<file path="src/rtl/alu_reservation_station.sv">
// rtl/alu_reservation_station.sv - Tomasulo integer ALU reservation station (optional ROB readback via ALU_RS_ROB_FWD_EN)
module alu_reservation_station #(
  parameter int ENTRIES = 4,
  parameter int DATA_W  = 32,
  parameter int ROB_W   = 3,
  localparam int IDX_W  = (ENTRIES > 1) ? $clog2(ENTRIES) : 1
) (
  input  logic              clock,
  input  logic              reset,
  input  logic              flush,
  input  logic              funcUnitEnable,
  input  logic [2:0]        operatorType,
  input  logic [2:0]        operatorSubType,
  input  logic              operatorFlag,
  input  logic [ROB_W-1:0]  robNum,
  input  logic [DATA_W-1:0] data1,
  input  logic [DATA_W-1:0] data2,
  input  logic [ROB_W-1:0]  q1,
  input  logic [ROB_W-1:0]  q2,
  input  logic              CDBiscast,
  input  logic [ROB_W-1:0]  CDBrobNum,
  input  logic [DATA_W-1:0] CDBdata,
  input  logic              CDBiscast2,
  input  logic [ROB_W-1:0]  CDBrobNum2,
  input  logic [DATA_W-1:0] CDBdata2,
`ifdef ALU_RS_ROB_FWD_EN
  input  logic              robReady1,
  input  logic [DATA_W-1:0] robValue1,
  input  logic              robReady2,
  input  logic [DATA_W-1:0] robValue2,
`endif
  output logic              available,
  output logic [IDX_W-1:0]  index,
  output logic              broadcast,
  output logic [ROB_W-1:0]  robNum_out,
  output logic [DATA_W-1:0] data_out
);

  logic [ENTRIES-1:0] r_busy;
  logic [ENTRIES-1:0] r_rdy1;
  logic [ENTRIES-1:0] r_rdy2;
  logic [2:0]         r_op   [ENTRIES];
  logic [ROB_W-1:0]   r_rob  [ENTRIES];
  logic [ROB_W-1:0]   r_tag1 [ENTRIES];
  logic [ROB_W-1:0]   r_tag2 [ENTRIES];
  logic [DATA_W-1:0]  r_val1 [ENTRIES];
  logic [DATA_W-1:0]  r_val2 [ENTRIES];

  logic               w_avail;
  logic [IDX_W-1:0]   w_free_idx;
  logic               w_exec_vld;
  logic [IDX_W-1:0]   w_exec_idx;
  logic [DATA_W-1:0]  w_result;
  logic               w_issue;
  logic               w_iss_rdy1;
  logic               w_iss_rdy2;
  logic [DATA_W-1:0]  w_iss_val1;
  logic [DATA_W-1:0]  w_iss_val2;

  // Lowest free entry is the issue target; availability is purely from current occupancy
  always_comb begin
    w_avail    = 1'b0;
    w_free_idx = '0;
    for (int i = ENTRIES - 1; i >= 0; i--) begin
      if (!r_busy[i]) begin
        w_avail    = 1'b1;
        w_free_idx = IDX_W'(i);
      end
    end
  end

  // Lowest busy entry with both operands already captured goes to execution this edge
  always_comb begin
    w_exec_vld = 1'b0;
    w_exec_idx = '0;
    for (int i = ENTRIES - 1; i >= 0; i--) begin
      if (r_busy[i] && r_rdy1[i] && r_rdy2[i]) begin
        w_exec_vld = 1'b1;
        w_exec_idx = IDX_W'(i);
      end
    end
  end

  // ALU datapath for the selected entry; unused subtype codes fall back to add
  always_comb begin
    case (r_op[w_exec_idx])
      3'd1:    w_result = r_val1[w_exec_idx] - r_val2[w_exec_idx];
      3'd2:    w_result = r_val1[w_exec_idx] & r_val2[w_exec_idx];
      3'd3:    w_result = r_val1[w_exec_idx] | r_val2[w_exec_idx];
      3'd4:    w_result = r_val1[w_exec_idx] ^ r_val2[w_exec_idx];
      default: w_result = r_val1[w_exec_idx] + r_val2[w_exec_idx];
    endcase
  end

  assign w_issue   = funcUnitEnable && (operatorType == 3'd1) && w_avail;
  assign available = w_avail;
  assign index     = w_free_idx;

  // Operand 1 at issue: register file value, then same-cycle CDB forwarding (adder first)
  always_comb begin
    w_iss_rdy1 = 1'b0;
    w_iss_val1 = data1;
    if (q1 == '0) begin
      w_iss_rdy1 = 1'b1;
    end else if (CDBiscast && (CDBrobNum == q1)) begin
      w_iss_rdy1 = 1'b1;
      w_iss_val1 = CDBdata;
    end else if (CDBiscast2 && (CDBrobNum2 == q1)) begin
      w_iss_rdy1 = 1'b1;
      w_iss_val1 = CDBdata2;
    end
`ifdef ALU_RS_ROB_FWD_EN
    else if (robReady1) begin
      w_iss_rdy1 = 1'b1;
      w_iss_val1 = robValue1;
    end
`endif
  end

  // Operand 2 at issue: immediate form is always ready and ignores q2
  always_comb begin
    w_iss_rdy2 = 1'b0;
    w_iss_val2 = data2;
    if (operatorFlag || (q2 == '0)) begin
      w_iss_rdy2 = 1'b1;
    end else if (CDBiscast && (CDBrobNum == q2)) begin
      w_iss_rdy2 = 1'b1;
      w_iss_val2 = CDBdata;
    end else if (CDBiscast2 && (CDBrobNum2 == q2)) begin
      w_iss_rdy2 = 1'b1;
      w_iss_val2 = CDBdata2;
    end
`ifdef ALU_RS_ROB_FWD_EN
    else if (robReady2) begin
      w_iss_rdy2 = 1'b1;
      w_iss_val2 = robValue2;
    end
`endif
  end

  // Entry state: flush squashes everything, otherwise snoop, retire executed entry, accept issue
  always_ff @(posedge clock or negedge reset) begin
    if (!reset) begin
      r_busy <= '0;
      r_rdy1 <= '0;
      r_rdy2 <= '0;
      for (int i = 0; i < ENTRIES; i++) begin
        r_op[i]   <= '0;
        r_rob[i]  <= '0;
        r_tag1[i] <= '0;
        r_tag2[i] <= '0;
        r_val1[i] <= '0;
        r_val2[i] <= '0;
      end
    end else if (flush) begin
      r_busy <= '0;
    end else begin
      for (int i = 0; i < ENTRIES; i++) begin
        if (r_busy[i] && !r_rdy1[i]) begin
          if (CDBiscast && (CDBrobNum == r_tag1[i])) begin
            r_rdy1[i] <= 1'b1;
            r_val1[i] <= CDBdata;
          end else if (CDBiscast2 && (CDBrobNum2 == r_tag1[i])) begin
            r_rdy1[i] <= 1'b1;
            r_val1[i] <= CDBdata2;
          end
        end
        if (r_busy[i] && !r_rdy2[i]) begin
          if (CDBiscast && (CDBrobNum == r_tag2[i])) begin
            r_rdy2[i] <= 1'b1;
            r_val2[i] <= CDBdata;
          end else if (CDBiscast2 && (CDBrobNum2 == r_tag2[i])) begin
            r_rdy2[i] <= 1'b1;
            r_val2[i] <= CDBdata2;
          end
        end
        if (w_exec_vld && (w_exec_idx == IDX_W'(i))) begin
          r_busy[i] <= 1'b0;
        end
        if (w_issue && (w_free_idx == IDX_W'(i))) begin
          r_busy[i] <= 1'b1;
          r_op[i]   <= operatorSubType;
          r_rob[i]  <= robNum;
          r_rdy1[i] <= w_iss_rdy1;
          r_val1[i] <= w_iss_val1;
          r_tag1[i] <= q1;
          r_rdy2[i] <= w_iss_rdy2;
          r_val2[i] <= w_iss_val2;
          r_tag2[i] <= q2;
        end
      end
    end
  end

  // Result register: one-cycle broadcast pulse, tag/data hold when idle
  always_ff @(posedge clock or negedge reset) begin
    if (!reset) begin
      broadcast  <= 1'b0;
      robNum_out <= '0;
      data_out   <= '0;
    end else if (flush) begin
      broadcast <= 1'b0;
    end else begin
      broadcast <= w_exec_vld;
      if (w_exec_vld) begin
        robNum_out <= r_rob[w_exec_idx];
        data_out   <= w_result;
      end
    end
  end

endmodule

</file>
<file path="config.mk">
export PLATFORM = sky130hd
export DESIGN_NAME = alu_reservation_station
export DESIGN_NICKNAME = d
export VERILOG_FILES = /design/src/rtl/alu_reservation_station.sv
export SDC_FILE = /design/constraint.sdc
export NUM_CORES = 1
export LEC_CHECK = 0
export ABC_AREA = 0
export BUFFER_PORTS_ARGS = -buffer_cell sky130_fd_sc_hd__buf_2
export CAP_MARGIN = 20
export CORE_MARGIN = 3
export CORE_UTILIZATION = 52
export DETAILED_ROUTE_END_ITERATION = 10
export GPL_TIMING_DRIVEN = 0
export PLACE_DENSITY = 0.69
export SYNTH_ARGS = -nofsm -noshare
export SYNTH_HDL_FRONTEND = slang
export SYNTH_SLANG_ARGS = --single-unit
export TNS_END_PERCENT = 10
</file>
<file path="constraint.sdc">
create_clock -name clock -period 8.3 [get_ports clock]
set_input_delay 0 -clock clock [delete_from_list [all_inputs] [get_ports clock]]
set_output_delay 0 -clock clock [all_outputs]
set_load 0.02 [all_outputs]
</file>
* After elaboration in Yosys (flattened, before gate mapping) *
Index checks and enable logic that the tools add are counted.

cells by class
  multiply operators = 0
  add/subtract/negate cells = 2
  muxes and demuxes = 115
  div/mod/pow operators = 0
  eq/ne operators = 31
  reductions and logical operators = 92
  order comparisons = 1
  shift operators = 0
  bitwise logic cells = 5

operators by type and width
  kind                number
  $mux 32             42
  $bmux 32 s2         2
  $pmux 32 s4         1
  $eq 3x3->1          20
  $mux 1              55
  $logic_and 1x1->1   46
  $reduce_bool 3->1   12
  $add 32x32->32      1
  $and 32x32->32      1
  $or 32x32->32       1
  $sub 32x32->32      1
  $xor 32x32->32      1
  $reduce_and 3->1    8
  $mux 2              8
  $reduce_bool 2->1   8
  $bmux 3 s2          2
  $mux 3              4
  $reduce_and 2->1    5
  $eq 2x2->1 const B  4
  $logic_not 1->1     8
  $eq 3x1->1 const B  2
  $eq 3x2->1 const B  2
  $logic_not 3->1     2
  $eq 2x1->1 const B  2
  other kinds (7)     8

word-level totals
  word-level logic and storage cells = 285
  memory bits (writable) = 0
  bits in read-only memories = 0
  memories kept = 0
  bits in latches = 0
  bits in registers = 352

* Longest topological paths before layout *
  depth after elaboration = 12
  mapped depth = 26
  depth with buffers taken out = 22

* Least setup slack after synthesis *
Ideal clock, no wire load.

  path type = flip-flop to flip-flop
  from = reg r_rdy1[1]
  to = reg data_out[28]
  arrival time = 4.877 ns
  slack = 3.295 ns
  cell stages (with the launch flop) = 25
  cell sequence = dfrtp_1 > buf_2 > and3_1 > buf_4 > o31ai_1 > buf_4 > buf_2 > a2bb2oi_1 > nand2_1 > and3_1 > clkbuf_1 > clkbuf_1 > nor2_1 > xnor2_1 > ha_1 > a21oi_1 > o221ai_1 > or3_1 > o211ai_1 > a21boi_0 > o2111ai_1 > nand2_1 > o41ai_1 > mux2i_1 > nand3_1

between the ends
  word-level cells in the longest chain between the ends = 10
  elaborated cells on any way between the ends = 27
  those cells by class = add/sub (2); eq/ne (4); mux (14); bitwise (4); reduce/logical (3)

ends and longest elaborated chain
  item                                                                   line  RTL
  start, declared                                                        40    logic [ENTRIES-1:0] r_rdy1;
  start signal, assigned by index                                        184   r_rdy1[i] <= w_iss_rdy1;
  $logic_and 1x1->1 * (2 in series)                                      77    if (r_busy[i] && r_rdy1[i] && r_rdy2[i]) begin
  $mux 2 (2 in series)                                                   77
  $not 2->3 (implied by the code)                                        --
  $bmux 32 s2 or $bmux 3 s2 (tied branches)                              --
  $mux 32 (implied by the code) or $mux 3 (tied branches) (2 in series)  --
  $add 32x32->32, or another cell as far along                           91    default: w_result = r_val1[w_exec_idx] + r_val2[w_exec_idx];
  $pmux 32 s4                                                            86    case (r_op[w_exec_idx])
  end signal, assigned                                                   207   data_out <= w_result;
  end, declared                                                          36    output logic [DATA_W-1:0] data_out

Every way passes the cells marked *; elsewhere a longest branch is shown, timed or not. The select of a mux whose other input is x is not followed.
A chain may end at the register's enable or synchronous reset.

* Final worst setup path *
Same ends and word-level chain as after synthesis.

==> summary.txt <==
Yosys
  • Register area share after synthesis: between 30% and 40%
  • Count leader, synth: nand2_1
  • Yosys top cell area share: roughly 34%
  • Syn Area/Cell: between 7 and 8 um^2
  • Flip-flop and latch count after synthesis: ~350
  • Netlist cell types: 69
  • Total number of yosys warnings: 0
  • Asr flop ratio synth: between 90% and 100%
  • Synth top cells by count: nand2_1, o21ai_0, dfrtp_1, a21oi_1, mux2i_1
  • Syn Nets: 3576
  • Synth area leaders: dfrtp_1, mux2i_1, nand2_1
  • Synth Flop Type: dfrtp_1
  • Mapped Area: around 0.026 mm^2
  • Cell taking the most area after synthesis: dfrtp_1
  • Count of flip-flops with a built-in enable after synthesis: 0
  • Synth Instances: approximately 3.3k

Routing
  • WL/cell: 25.6 um
  • Antenna Nets Post-Route: 0
  • Via density: ~6.4
  • Residual DRC count: 0
  • Drt initial violations: roughly 3.9k
  • Vias: between 20k and 30k
  • First-pass iteration count of the detailed router: 9
  • Total Routed Length: around 110 mm

Clock network
  • Htree depth: 2
  • Clock latency reported for the late side of the worst-skew pair: approximately 600 ps
  • Clk pin slew, worst setup/hold paths: roughly 60 ps
  • CTS Sinks: approximately 350
  • CTS Buffer Depth: 3
  • CTS tree: built
  • CTS Root Cell: clkbuf_16
  • Total CTS buffers: 43

Die
  • Initial Utilization: a little over half
  • Die W: between 200 and 250 um
  • Core Area: 0.0493 mm^2
  • Row Count: between 80 and 90
  • Die H: about 230 um
  • Die ar.: approximately 0.053 mm^2
  • IO Count: ~200

Placement
  • # port buffers: 116
  • Routability cong.: just over 1
  • Post-Place Cells: about 4.1k
  • Detailed placement HPWL: around 81 mm
  • Dpl ws: around 900 ps
  • Placed cell areas: roughly 0.028 mm^2

Layout
  • Final net count: between 3k and 4k
  • Layout cells sized above 1: about 7.4%
  • Post-route insts no fill: between 4k and 5k
  • Final Instance Area: approximately 0.030 mm^2
  • Filler cells: approximately 4.6k
  • Area Growth Syn to Fin: 13.8%

Global routing
  • Vias in the first global route: 26.4k
  • GR Util All Layers: around two fifths
  • First-pass GRT wire length: around 160 mm
  • Largest net degree at the start of global routing: between 100 and 150
  • Initial antenna violation count: 5
  • Global route overflow: 0

Timing
  • Clock skew: around 32 ps
  • Endpoints failing hold: 1
  • Final min period: just under 8000 ps
  • Unrepaired setup endpoints after global routing: no
  • Achievable frequency: ~130 MHz
  • Final max-slew violation count: 0
  • Max transition margin: between 7 and 8%
  • Post-route setup TNS: 0 ps
  • Fin crit share: between 90 and 100%
  • Worst slew pin tran: about 1400 ps
  • Setup slack after layout: roughly 570 ps
  • Final hold slack: -7.39 ps
  • Final setup vio count: 0

Critical path
  • R2R cell count: 23
  • WS Path Type: reg -> reg
  • CP max FO: 10
  • CP startpoint kind: flop
  • Crit path DAT: around 8200 ps
  • Req. time, crit path: between 8000 and 9000 ps
  • Critical Path End Type: flop

Worst hold path
  • HP Class: in -> reg
  • Hold Path Cell Cnt: 5

Run status
  • Status: complete, but fails checks
  • Failing checks: hold timing

Power and ir drop
  • Peak VDD IR: around 0.17 mV
  • Tot Pwr: 6.42 mW
  • Lkg Pwr: roughly 15 nW
  • PwrDens: around 220 mW/mm^2

Job
  • MaxCap Viol Count: 0
-- sequential cells by signal, indices dropped and copies added, names as in the netlist --
register    count
r_tag2         12
r_rob          12
robNum_out      3
r_val1        128
r_rdy1          4
data_out       32
r_val2        128
r_busy          4
r_rdy2          4
r_op           12
broadcast       1
r_tag1         12
-- logic make-up after synthesis --
| family | count (synthesis) | share of synthesized area [%] |
|---|---|---|
| DFF | 352 | 33.8 |
| adders and majority gates | 97 | 4.69 |
| buffers and inverters | 406 | 5.99 |
| AOI/OAI and AO/OA | 933 | 20.3 |
| muxes | 357 | 13.9 |
| and+or+nand+nor | 1063 | 17.4 |
| xor gates and xnor gates | 115 | 3.87 |
-- final cells by class --
class	instances	area, um^2	area share (%)
tap	664	831	2.80
clock inverter	14	165	0.557
antenna	6	15.0	0.0507
clock buffer	59	1190	4.00
timing repair buffer	191	1400	4.71
buffer	315	1220	4.11
multi-input combinational	2565	15700	52.9
sequential	352	8810	29.7
inverter	91	342	1.15
-- layout by cell type (no fill, tap or decap), drive strengths merged, types with 30 or more instances in the layout --
master,count
nand2,573
o21ai,398
dfrtp,352
a21oi,335
mux2i,321
clkbuf,319
nor2,316
buf,180
xnor2,107
ha,96
inv,93
dlygate4sd3,66
and4,44
mux2,36
nand4,35
nand3,33
o22ai,30
-- worst paths after layout --
| path | from | to | slack (ps) |
|---|---|---|---|
| worst max register to register | r_rdy1[1]$_DFFE_PN0P_ | data_out[28]$_DFFE_PN0P_ | 570 |
| worst min register to register | data_out[2]$_DFFE_PN0P_ | data_out[2]$_DFFE_PN0P_ | 470 |
| worst min-delay path | data2[11] | r_val2[107]$_DFFE_PN0P_ | -7 |
| worst max-delay path | r_rdy1[1]$_DFFE_PN0P_ | data_out[28]$_DFFE_PN0P_ | 570 |
| max in group asynchronous | reset | r_val2[16]$_DFFE_PN0P_ | 6190 |
| min in group asynchronous | reset | data_out[27]$_DFFE_PN0P_ | 470 |
-- worst max-delay path: stages, from the launching register on --
cell and delay (ps):
dfrtp_1 360, buf_2 230, and3_1 220, buf_4 170
nor4_1 830, clkbuf_1 680, nand2_1 360, nand2_1 160
clkbuf_1 400, nand3_1 390, clkbuf_1 410, nor2_1 180
a21oi_1 100, fa_1 500, a21oi_1 270, o221ai_1 330
or3_1 430, o211ai_1 190, a21boi_0 250, o2111ai_1 310
nand2_1 140, o41ai_1 340, mux2i_1 250, nand3_1 80
-- power by group --
part	switching (mW)	internal, mW
clock	0.808	1.09
combinational	1.56	0.919
sequential	0.123	1.92
-- stage by stage --
stage | hold slack (ps) | util [%]
final | -7.39 | 60.2
after global placement | 250 | 55.7
after global routing | 19.2 | 60.2
after detailed placement | -123 | 56.0
after floorplan | -296 | -
after CTS | 1.88 | 60.1
-- metal layers --
layer	vias to the layer above	global-route usage [%]	part of all wire [%]
met2	1931	61.4	43
li1	11986	-	-
met3	440	11.0	12
met1	12891	51.2	38
met4	2	21.9	6.5
met5	-	0	0.017
-- timing repair --
action                                 4_1_cts  5_1_grt
resized for setup                            0        0
setup endpoints to repair                    0        0
setup buffers                                0        0
hold buffers                                67        0
endpoints found under the hold margin      325        0
Power figures use the tool's default switching activity.
